[src/rtl/tdp_ram_arbiter_if.sv]
// Requester-side and RAM-side bus of the dual-port feature-map RAM arbiter.
// The slave modport is the arbiter; master is the requester/RAM environment.
interface tdp_ram_arbiter_if #(
  parameter int NUM_REQ    = 4,
  parameter int RAM_WIDTH  = 8,
  parameter int ADDR_WIDTH = 11
);
  logic [NUM_REQ-1:0]            req_valid;
  logic [NUM_REQ-1:0]            req_we;
  logic [NUM_REQ*ADDR_WIDTH-1:0] req_addr;
  logic [NUM_REQ*RAM_WIDTH-1:0]  req_wdata;
  logic [NUM_REQ-1:0]            req_ready;
  logic [NUM_REQ-1:0]            rsp_valid;
  logic [NUM_REQ*RAM_WIDTH-1:0]  rsp_rdata;

  logic                  ram_ena;
  logic                  ram_enb;
  logic                  ram_wea;
  logic                  ram_web;
  logic [ADDR_WIDTH-1:0] ram_addra;
  logic [ADDR_WIDTH-1:0] ram_addrb;
  logic [RAM_WIDTH-1:0]  ram_dina;
  logic [RAM_WIDTH-1:0]  ram_dinb;
  logic [RAM_WIDTH-1:0]  ram_douta;
  logic [RAM_WIDTH-1:0]  ram_doutb;

  modport slave (
    input  req_valid, req_we, req_addr, req_wdata, ram_douta, ram_doutb,
    output req_ready, rsp_valid, rsp_rdata,
    output ram_ena, ram_enb, ram_wea, ram_web, ram_addra, ram_addrb, ram_dina, ram_dinb
  );

  modport master (
    output req_valid, req_we, req_addr, req_wdata, ram_douta, ram_doutb,
    input  req_ready, rsp_valid, rsp_rdata,
    input  ram_ena, ram_enb, ram_wea, ram_web, ram_addra, ram_addrb, ram_dina, ram_dinb
  );
endinterface

[src/rtl/tdp_ram_arbiter.sv]
// Round-robin arbiter granting up to two requesters per cycle onto a read-first
// true-dual-port RAM, with same-address hazard blocking and read-response routing.
module tdp_ram_arbiter #(
  parameter int NUM_REQ    = 4,
  parameter int RAM_WIDTH  = 8,
  parameter int ADDR_WIDTH = 11
) (
  input logic              clka,
  input logic              rst_n,
  tdp_ram_arbiter_if.slave bus
);
  localparam int PW = $clog2(NUM_REQ);

  logic [PW-1:0]             rr_ptr;
  logic [PW-1:0]             rr_next;
  logic [PW-1:0]             sel_a;
  logic [PW-1:0]             sel_b;
  logic                      found_a;
  logic                      found_b;
  logic                      hazard;
  logic                      gnt_a;
  logic                      gnt_b;
  logic [ADDR_WIDTH-1:0]     addr_a;
  logic [ADDR_WIDTH-1:0]     addr_b;
  logic [RAM_WIDTH-1:0]      wdata_a;
  logic [RAM_WIDTH-1:0]      wdata_b;
  logic                      we_a;
  logic                      we_b;
  logic [NUM_REQ-1:0]        ready;
  logic                      pend_a;
  logic                      pend_b;
  logic [PW-1:0]             own_a;
  logic [PW-1:0]             own_b;
  logic [NUM_REQ-1:0]        rsp_valid;
  logic [NUM_REQ*RAM_WIDTH-1:0] rsp_rdata;

  // Scan from rr_ptr: first valid requester takes port A, the next takes port B.
  always_comb begin
    int idx;
    found_a = 1'b0;
    found_b = 1'b0;
    sel_a   = '0;
    sel_b   = '0;
    idx     = 0;
    for (int k = 0; k < NUM_REQ; k++) begin
      idx = (int'(rr_ptr) + k) % NUM_REQ;
      if (bus.req_valid[PW'(idx)]) begin
        if (!found_a) begin
          found_a = 1'b1;
          sel_a   = PW'(idx);
        end else if (!found_b) begin
          found_b = 1'b1;
          sel_b   = PW'(idx);
        end
      end
    end
  end

  always_comb begin
    addr_a  = '0;
    addr_b  = '0;
    wdata_a = '0;
    wdata_b = '0;
    we_a    = 1'b0;
    we_b    = 1'b0;
    for (int i = 0; i < NUM_REQ; i++) begin
      if (sel_a == PW'(i)) begin
        addr_a  = bus.req_addr[i*ADDR_WIDTH +: ADDR_WIDTH];
        wdata_a = bus.req_wdata[i*RAM_WIDTH +: RAM_WIDTH];
        we_a    = bus.req_we[i];
      end
      if (sel_b == PW'(i)) begin
        addr_b  = bus.req_addr[i*ADDR_WIDTH +: ADDR_WIDTH];
        wdata_b = bus.req_wdata[i*RAM_WIDTH +: RAM_WIDTH];
        we_b    = bus.req_we[i];
      end
    end
  end

  // A write colliding with the other port's address loses port B; reads may share.
  assign hazard = found_a && found_b && (addr_a == addr_b) && (we_a || we_b);
  assign gnt_a  = rst_n && found_a;
  assign gnt_b  = rst_n && found_b && !hazard;

  always_comb begin
    ready = '0;
    for (int i = 0; i < NUM_REQ; i++) begin
      ready[i] = (gnt_a && (sel_a == PW'(i))) || (gnt_b && (sel_b == PW'(i)));
    end
  end

  always_comb begin
    rr_next = rr_ptr;
    if (gnt_b) begin
      rr_next = PW'((int'(sel_b) + 1) % NUM_REQ);
    end else if (gnt_a) begin
      rr_next = PW'((int'(sel_a) + 1) % NUM_REQ);
    end
  end

  always_ff @(posedge clka or negedge rst_n) begin
    if (!rst_n) begin
      rr_ptr <= '0;
      pend_a <= 1'b0;
      pend_b <= 1'b0;
      own_a  <= '0;
      own_b  <= '0;
    end else begin
      rr_ptr <= rr_next;
      pend_a <= gnt_a && !we_a;
      pend_b <= gnt_b && !we_b;
      own_a  <= sel_a;
      own_b  <= sel_b;
    end
  end

  // RAM output registers update at the transfer edge, so douta/doutb are
  // valid for exactly the cycle in which pend_a/pend_b are set.
  always_comb begin
    rsp_valid = '0;
    rsp_rdata = '0;
    for (int i = 0; i < NUM_REQ; i++) begin
      if (pend_a && (own_a == PW'(i))) begin
        rsp_valid[i]                        = 1'b1;
        rsp_rdata[i*RAM_WIDTH +: RAM_WIDTH] = bus.ram_douta;
      end
      if (pend_b && (own_b == PW'(i))) begin
        rsp_valid[i]                        = 1'b1;
        rsp_rdata[i*RAM_WIDTH +: RAM_WIDTH] = bus.ram_doutb;
      end
    end
  end

  assign bus.req_ready = ready;
  assign bus.rsp_valid = rsp_valid;
  assign bus.rsp_rdata = rsp_rdata;
  assign bus.ram_ena   = gnt_a;
  assign bus.ram_enb   = gnt_b;
  assign bus.ram_wea   = gnt_a && we_a;
  assign bus.ram_web   = gnt_b && we_b;
  assign bus.ram_addra = gnt_a ? addr_a : '0;
  assign bus.ram_addrb = gnt_b ? addr_b : '0;
  assign bus.ram_dina  = gnt_a ? wdata_a : '0;
  assign bus.ram_dinb  = gnt_b ? wdata_b : '0;
endmodule

[src/flat_wrapper.sv]
// flat-port wrapper written by rule: the top's interface ports become plain ports
module tdp_ram_arbiter_flat 
#(
  parameter int NUM_REQ    = 4,
  parameter int RAM_WIDTH  = 8,
  parameter int ADDR_WIDTH = 11
)
  (clka, rst_n, bus_req_valid, bus_req_we, bus_req_addr, bus_req_wdata, bus_ram_douta, bus_ram_doutb, bus_req_ready, bus_rsp_valid, bus_rsp_rdata, bus_ram_ena, bus_ram_enb, bus_ram_wea, bus_ram_web, bus_ram_addra, bus_ram_addrb, bus_ram_dina, bus_ram_dinb);
  tdp_ram_arbiter_if #(.NUM_REQ(NUM_REQ), .RAM_WIDTH(RAM_WIDTH), .ADDR_WIDTH(ADDR_WIDTH)) bus_i ();
  input logic clka;
  input logic rst_n;
  input wire logic [$bits(bus_i.req_valid)-1:0] bus_req_valid;
  input wire logic [$bits(bus_i.req_we)-1:0] bus_req_we;
  input wire logic [$bits(bus_i.req_addr)-1:0] bus_req_addr;
  input wire logic [$bits(bus_i.req_wdata)-1:0] bus_req_wdata;
  input wire logic [$bits(bus_i.ram_douta)-1:0] bus_ram_douta;
  input wire logic [$bits(bus_i.ram_doutb)-1:0] bus_ram_doutb;
  output wire logic [$bits(bus_i.req_ready)-1:0] bus_req_ready;
  output wire logic [$bits(bus_i.rsp_valid)-1:0] bus_rsp_valid;
  output wire logic [$bits(bus_i.rsp_rdata)-1:0] bus_rsp_rdata;
  output wire logic [$bits(bus_i.ram_ena)-1:0] bus_ram_ena;
  output wire logic [$bits(bus_i.ram_enb)-1:0] bus_ram_enb;
  output wire logic [$bits(bus_i.ram_wea)-1:0] bus_ram_wea;
  output wire logic [$bits(bus_i.ram_web)-1:0] bus_ram_web;
  output wire logic [$bits(bus_i.ram_addra)-1:0] bus_ram_addra;
  output wire logic [$bits(bus_i.ram_addrb)-1:0] bus_ram_addrb;
  output wire logic [$bits(bus_i.ram_dina)-1:0] bus_ram_dina;
  output wire logic [$bits(bus_i.ram_dinb)-1:0] bus_ram_dinb;
  assign bus_i.req_valid = bus_req_valid;
  assign bus_i.req_we = bus_req_we;
  assign bus_i.req_addr = bus_req_addr;
  assign bus_i.req_wdata = bus_req_wdata;
  assign bus_i.ram_douta = bus_ram_douta;
  assign bus_i.ram_doutb = bus_ram_doutb;
  assign bus_req_ready = bus_i.req_ready;
  assign bus_rsp_valid = bus_i.rsp_valid;
  assign bus_rsp_rdata = bus_i.rsp_rdata;
  assign bus_ram_ena = bus_i.ram_ena;
  assign bus_ram_enb = bus_i.ram_enb;
  assign bus_ram_wea = bus_i.ram_wea;
  assign bus_ram_web = bus_i.ram_web;
  assign bus_ram_addra = bus_i.ram_addra;
  assign bus_ram_addrb = bus_i.ram_addrb;
  assign bus_ram_dina = bus_i.ram_dina;
  assign bus_ram_dinb = bus_i.ram_dinb;
  tdp_ram_arbiter #(.NUM_REQ(NUM_REQ), .RAM_WIDTH(RAM_WIDTH), .ADDR_WIDTH(ADDR_WIDTH)) u_core (.clka(clka), .rst_n(rst_n), .bus(bus_i));
endmodule
[config.mk]
export PLATFORM = sky130hd
export DESIGN_NAME = tdp_ram_arbiter_flat
export DESIGN_NICKNAME = d
export VERILOG_FILES = /design/src/rtl/tdp_ram_arbiter_if.sv /design/src/rtl/tdp_ram_arbiter.sv /design/src/flat_wrapper.sv
export SDC_FILE = /design/constraint.sdc
export NUM_CORES = 1
export LEC_CHECK = 0
export CORE_UTILIZATION = 25
export CTS_CLUSTER_SIZE = 20
export DETAILED_ROUTE_END_ITERATION = 10
export PLACE_DENSITY_LB_ADDON = 0.15
export RECOVER_POWER = 100
export SYNTH_ARGS = -nofsm -noshare
export SYNTH_HDL_FRONTEND = slang
export SYNTH_SLANG_ARGS = --single-unit
[constraint.sdc]
create_clock -name clka -period 14.1 [get_ports clka]
set_input_delay 2.82 -clock clka [delete_from_list [all_inputs] [get_ports clka]]
set_output_delay 2.82 -clock clka [all_outputs]
set_load 0.01 [all_outputs]
# Yosys cells after proc, flatten, opt, wreduce, memory -nomap -nowiden
# Index checks and enable logic that the tools add are counted.
[totals]
register_bits = 8
input_bits = 102
word_cells = 149
[classes]
n_addsub = 5
order_cmp = 4
eq_ne = 13
mux = 83
reduce_logical = 39
[op_table]
columns = ["op", "count"]
rows = [
  ["two-way mux 8 bit", 18],
  ["two-way mux 11 bit", 10],
  ["two-way mux 1 bit", 34],
  ["two-way mux 2 bit", 17],
  ["logical AND 1 bit", 26],
  ["== test 2 bit (second input constant)", 8],
  ["< comparator 2 x 4 -> 1 bit (second input constant)", 4],
  ["== test 11 bit", 1],
  ["binary-select mux 1 bit (select 2 bit)", 4],
  ["== test 2 x 1 -> 1 bit (second input constant)", 4],
  ["logical NOT 2 bit", 4],
  ["adder 2 x 1 -> 2 bit (second input constant)", 3],
  ["logical OR 1 bit", 5],
  ["adder 2 bit (second input constant)", 2],
  ["logical NOT 1 bit", 3],
  ["nonzero test 2 bit", 1],
]

# Logic depth before layout (Yosys ltp)
[depth]
ltp_word = 24
depth_mapped = 19

# Worst setup path after synthesis
# Ideal clock, no wire load.
[synth_path]
kind = "input to output"
start = "input port bus_req_valid[0]"
end = "output port bus_req_ready[0]"
t_arrival_ns = 6.567
setup_slack_ns = 4.713
cell_stages = 15
n_path_buf = 3
cell_sequence = "buf_2 > clkbuf_1 > mux4_2 > ha_1 > nand2_1 > a221oi_1 > or3_1 > nor3_2 > buf_4 > mux2i_1 > xnor2_1 > or4_4 > a221oi_4 > nor2_2 > a32o_1"
[synth_between]
elab_chain_len = 24
elab_cells_between_ends = 73
[synth_lines]
columns = ["element", "line_no", "source"]
rows = [
  ["from (decl)", "flat_wrapper.sv:12", "input wire logic [$bits(bus_i.req_valid)-1:0] bus_req_valid;"],
  ["binary-select mux 1 bit (select 2 bit)", "tdp_ram_arbiter.sv:47", "if (bus.req_valid[PW'(idx)]) begin"],
  ["two-way mux 1 bit (not written as such) (2 in series)", "tdp_ram_arbiter.sv:47", ""],
  ["two-way mux 1 bit", "tdp_ram_arbiter.sv:47", ""],
  ["two-way mux 2 bit / two-way mux 1 bit (equally long branches)", "tdp_ram_arbiter.sv:48", "if (!found_a) begin"],
  ["two-way mux 2 bit / two-way mux 1 bit (equally long branches)", "tdp_ram_arbiter.sv:47", ""],
  ["two-way mux 2 bit", "tdp_ram_arbiter.sv:51", "end else if (!found_b) begin"],
  ["two-way mux 2 bit", "tdp_ram_arbiter.sv:48", ""],
  ["two-way mux 2 bit", "tdp_ram_arbiter.sv:47", ""],
  ["[... 4 more ...]", "--", ""],
  ["two-way mux 11 bit (4 in series)", "tdp_ram_arbiter.sv:72", "if (sel_b == PW'(i)) begin"],
  ["== test 11 bit", "tdp_ram_arbiter.sv:81", "assign hazard = found_a && found_b && (addr_a == addr_b) && (we_a || we_b);"],
  ["logical AND 1 bit (2 in series)", "tdp_ram_arbiter.sv:81", ""],
  ["logical NOT 1 bit", "tdp_ram_arbiter.sv:83", "assign gnt_b = rst_n && found_b && !hazard;"],
  ["logical AND 1 bit *", "tdp_ram_arbiter.sv:83", ""],
  ["named net bus_ram_enb", "flat_wrapper.sv:22", "output wire logic [$bits(bus_i.ram_enb)-1:0] bus_ram_enb;"],
  ["logical AND 1 bit *", "tdp_ram_arbiter.sv:88", "ready[i] = (gnt_a && (sel_a == PW'(i))) || (gnt_b && (sel_b == PW'(i)));"],
  ["logical OR 1 bit *", "tdp_ram_arbiter.sv:88", ""],
  ["to (decl)", "flat_wrapper.sv:18", "output wire logic [$bits(bus_i.req_ready)-1:0] bus_req_ready;"],
]
# Mark *: on every way through the listed nets, which the timed path passes. The rest lies on a longest branch. The select of a mux whose other input is x is not followed.

# Worst setup path in the final report
[layout_path]
start = "input port bus_req_valid[0]"
end = "output port bus_req_ready[0]"
[layout_between]
elab_chain_len = 24
elab_cells_between_ends = 73
[layout_lines]
columns = ["element", "line_no"]
rows = [
  ["binary-select mux 1 bit (select 2 bit)", "tdp_ram_arbiter.sv:47"],
  ["two-way mux 1 bit (not written as such) (2 in series)", "tdp_ram_arbiter.sv:47"],
  ["two-way mux 1 bit", "tdp_ram_arbiter.sv:47"],
  ["two-way mux 2 bit / two-way mux 1 bit (equally long branches)", "tdp_ram_arbiter.sv:48"],
  ["two-way mux 2 bit / two-way mux 1 bit (equally long branches)", "tdp_ram_arbiter.sv:47"],
  ["two-way mux 2 bit", "tdp_ram_arbiter.sv:51"],
  ["two-way mux 2 bit", "tdp_ram_arbiter.sv:48"],
  ["two-way mux 2 bit", "tdp_ram_arbiter.sv:47"],
  ["[... 3 more ...]", "--"],
  ["logical NOT 2 bit", "tdp_ram_arbiter.sv:72, tdp_ram_arbiter.sv:88"],
  ["two-way mux 11 bit (4 in series)", "tdp_ram_arbiter.sv:72"],
  ["== test 11 bit", "tdp_ram_arbiter.sv:81"],
  ["logical AND 1 bit (2 in series)", "tdp_ram_arbiter.sv:81"],
  ["logical NOT 1 bit", "tdp_ram_arbiter.sv:83"],
  ["logical AND 1 bit", "tdp_ram_arbiter.sv:83"],
  ["logical AND 1 bit", "tdp_ram_arbiter.sv:88"],
  ["logical OR 1 bit *", "tdp_ram_arbiter.sv:88"],
]
# Every way passes the cells marked *; elsewhere a longest branch is shown, timed or not. The select of a mux whose other input is x is not followed.

==> flow_summary.ini <==
[synthesis]
synth_fa_ha_area_frac = 0.00786
ys.flop_type = dfrtp_1
synth.area.mux_share = 0.247
synth_cells = 408
ys_types = 67
synth_xor_area_frac = 0.0275
synth_top_family_by_area = compound AO/OA/AOI/OAI gates
avgSynthCellArea_um2 = 7.80
ys.warnings.count = 0
synth_compound_area_frac = 0.312
yosysTopAreaCellShare = 0.151
syn_area_um2 = 3180
yosys.area_share.simple = 0.279
synth-async-reset-ratio = 1.00
synth-seq-area-share = 0.0629
ys_top_cells_by_area = mux2i_1 15%, a22o_1 8.8%, mux4_2 7.1%, dfrtp_1 6.3%, and3_1 4.1%
yosys.area.top_type = mux2i_1
synth_enable_flop_cells = 0
ys_ff_latch = 8
synth.net_count = 512

[power]
leakagePower_nw = 2.25
power_density_nw_per_um2 = 175
ir_drop_mv = 0.0703

[sta]
finalSetupTns_ps = 0
tightest_slew_ps = 1330
setup_slack_ps = 1570
skew_ps = 1.43
grt_setup_unrepaired = false
slew_viol_final = 0
setup_viol = 0
max_freq_mhz = 79.8
relSlewSlack = 0.115
period_minus_slack_ps = 12530
finalCritPeriodShare = 0.888
hold_viol = 0

[place]
dp_slack_ps = 2060
hpwlAfterDp_um = 10400
port-buffer-count = 183
dpl-instance-area_um2 = 5100
gp_congestion = 0.884

[grt]
grt_overflow = 0
grt_pass1_wl_um = 21100
grt_pass1_vias = 4144
grtUsageTotal = 0.201
grt_max_degree = 34
antenna_found_initial = 0

[floorplanning]
boundaryPins = 184
dieArea_um2 = 13200
die_y_um = 115
die_width_um = 115
rows = 40
start_util = 0.261
coreArea_um2 = 12200

[route]
drc = 0
vias = 4103
routed_wl_um = 13700
antenna_left = 0
vias_per_cell = 5.60
drt_first_pass_iters = 4
first_iter_violations = 251
wl_per_cell_um = 18.7

[clock_network]
post_cts_buffers = 0
clock_sinks = 8
cts_tree = done
cts_resized = 0
clockRootBuffer = clkbuf_16
clock_path_buffers = 2
ctsHoldBuffers = 0
clkLatencyLatePin_ps = 230
cts.clk_slew.worst_paths_ps = 40
cts_max_level = 1
cts_inserted_buffers = 3

[job]
cap_violations = 0

[setup_path]
required_ps = 11280
cp_slowest_cell = dlygate4sd3_1
start_kind = primary input
path_delay_family = simple AND/OR/NAND/NOR gates
end_kind = primary output
worstPathCellList = dlygate4sd3_1 -> mux4_2 -> ha_1 -> nand2_1 -> a221oi_1 -> or3_1 -> nor3_4 -> inv_1 -> a211oi_1 -> a211oi_1 -> nor4b_2 -> nand4_1 -> a221oi_4 -> nor2_1 -> a32o_1 -> dlygate4sd3_1
crit_path_max_fanout = 23
crit_arrival_ps = 9710
path_class = primary input to primary output
slowest_delay_ps = 810
critical_path_buf_inv_count = 3

[finish]
final_cell_area_um2 = 5150
nNetsFinal = 671
final_layout_size_suffix_gt1_frac = 0.0584
area_delta_synth_final_pct = 61.8
antenna_cells = 0
fill_cells = 1266

[outcome]
status = finished, final reports clean

[worst_hold_path]
min_path_type = flop to flop
## synth_stat cells (6+ instances only)
library cell / number
dfrtp_1: 8
and2_1: 15
nor3_1: 7
clkbuf_1: 12
nand2_1: 33
and4_1: 7
a22o_1: 32
inv_1: 8
nor2_1: 26
nand2b_1: 7
and3_1: 21
a21oi_1: 10
nor4_1: 6
a2111oi_0: 11
a211oi_1: 14
mux4_2: 10
mux2i_1: 48
o21ai_0: 8
o211ai_1: 13
buf_2: 9
## worst reg2reg max path: cells and delay by family, from the launching register on
kind                       cells  cell delay [ps]
DFF                            1              980
AOI/OAI and AO/OA              4             1460
adders and majority gates      1              410
muxes                          1              210
and+or+nand+nor                6             2210
buffers and inverters          2             1150
## flip-flops by register name (all words and copies together), names as in the netlist
name,flops
u_core.own_a,2
u_core.own_b,2
u_core.pend_a,1
u_core.pend_b,1
u_core.rr_ptr,2
## layout make-up
cell class / instances / area [µm²] / share of cell area
tap: 168 / 210 / 0.0408
sequential: 8 / 200 / 0.0389
clock buffer: 3 / 75.1 / 0.0146
inverter: 11 / 41.3 / 0.00802
multi-input combinational: 356 / 2770 / 0.538
timing repair buffer: 187 / 1850 / 0.360
## routing by layer
layer | part of all wire | up-vias | GRT usage
met5 | 0 | - | 0
met4 | 0.020 | 0 | 0.0632
met3 | 0.070 | 22 | 0.0290
met2 | 0.49 | 184 | 0.369
met1 | 0.41 | 1959 | 0.242
li1 | - | 1938 | -
## stage by stage
stage	power, mW	util	instances	hold slack [ps]
floorplan	0.607	-	408	808
global placement	0.880	0.417	730	945
detailed placement	0.884	0.417	730	977
CTS	0.936	0.424	733	986
global route	0.981	0.422	733	1030
finish	0.902	0.422	733	999
## report_power, final
group / internal (mW) / switching [mW]
clock network: 0.0365 / 0.0100
logic: 0.369 / 0.424
registers: 0.0330 / 0.0295
total: 0.438 / 0.464
## path summary, 6_finish.rpt
kind | startpoint | to | slack, ps | cells past startpoint
worst max-delay path | bus_req_valid[0] | bus_req_ready[0] | 1570 | 16
worst min-delay path | u_core.rr_ptr[1] | u_core.rr_ptr[1] | 1000 | 2
worst max register to register | u_core.rr_ptr[0] | u_core.rr_ptr[1] | 7520 | 14
worst min register to register | u_core.rr_ptr[1] | u_core.rr_ptr[1] | 1000 | 2
max in group asynchronous | rst_n | u_core.rr_ptr[0] | 10810 | 1
min in group asynchronous | rst_n | u_core.own_b[0] | 2980 | 1
## cells by family (layout without fill, tap and decap cells)
logic type,Yosys count,in the layout
buffers and inverters,44,201
adders and majority gates,2,2
AOI/OAI and AO/OA,123,123
muxes,64,64
and+or+nand+nor,157,157
DFF,8,8
xor gates and xnor gates,10,10
## layout by cell type, fill, tap and decap left out, types with 3 or more instances in the layout
cell	n
xnor2_1	5
a211oi_1	14
o21ai_0	8
a21oi_1	10
nand3_1	5
dlygate4sd3_1	79
clkdlybuf4s50_1	104
o22ai_1	4
and4_1	7
a2111oi_0	12
a221oi_1	5
xor2_1	5
clkbuf_16	3
and3_1	21
mux2_2	4
mux4_2	10
inv_1	10
nand2b_1	7
nor4_1	6
nand4_1	5
a32o_1	5
and2_1	14
nand2_1	33
a21o_1	3
o211ai_1	13
nor2_1	27
or2_2	3
mux2i_1	49
a22o_1	32
or3_1	3
nor3_1	7
dfrtp_1	8
Power figures use the tool's default switching activity.
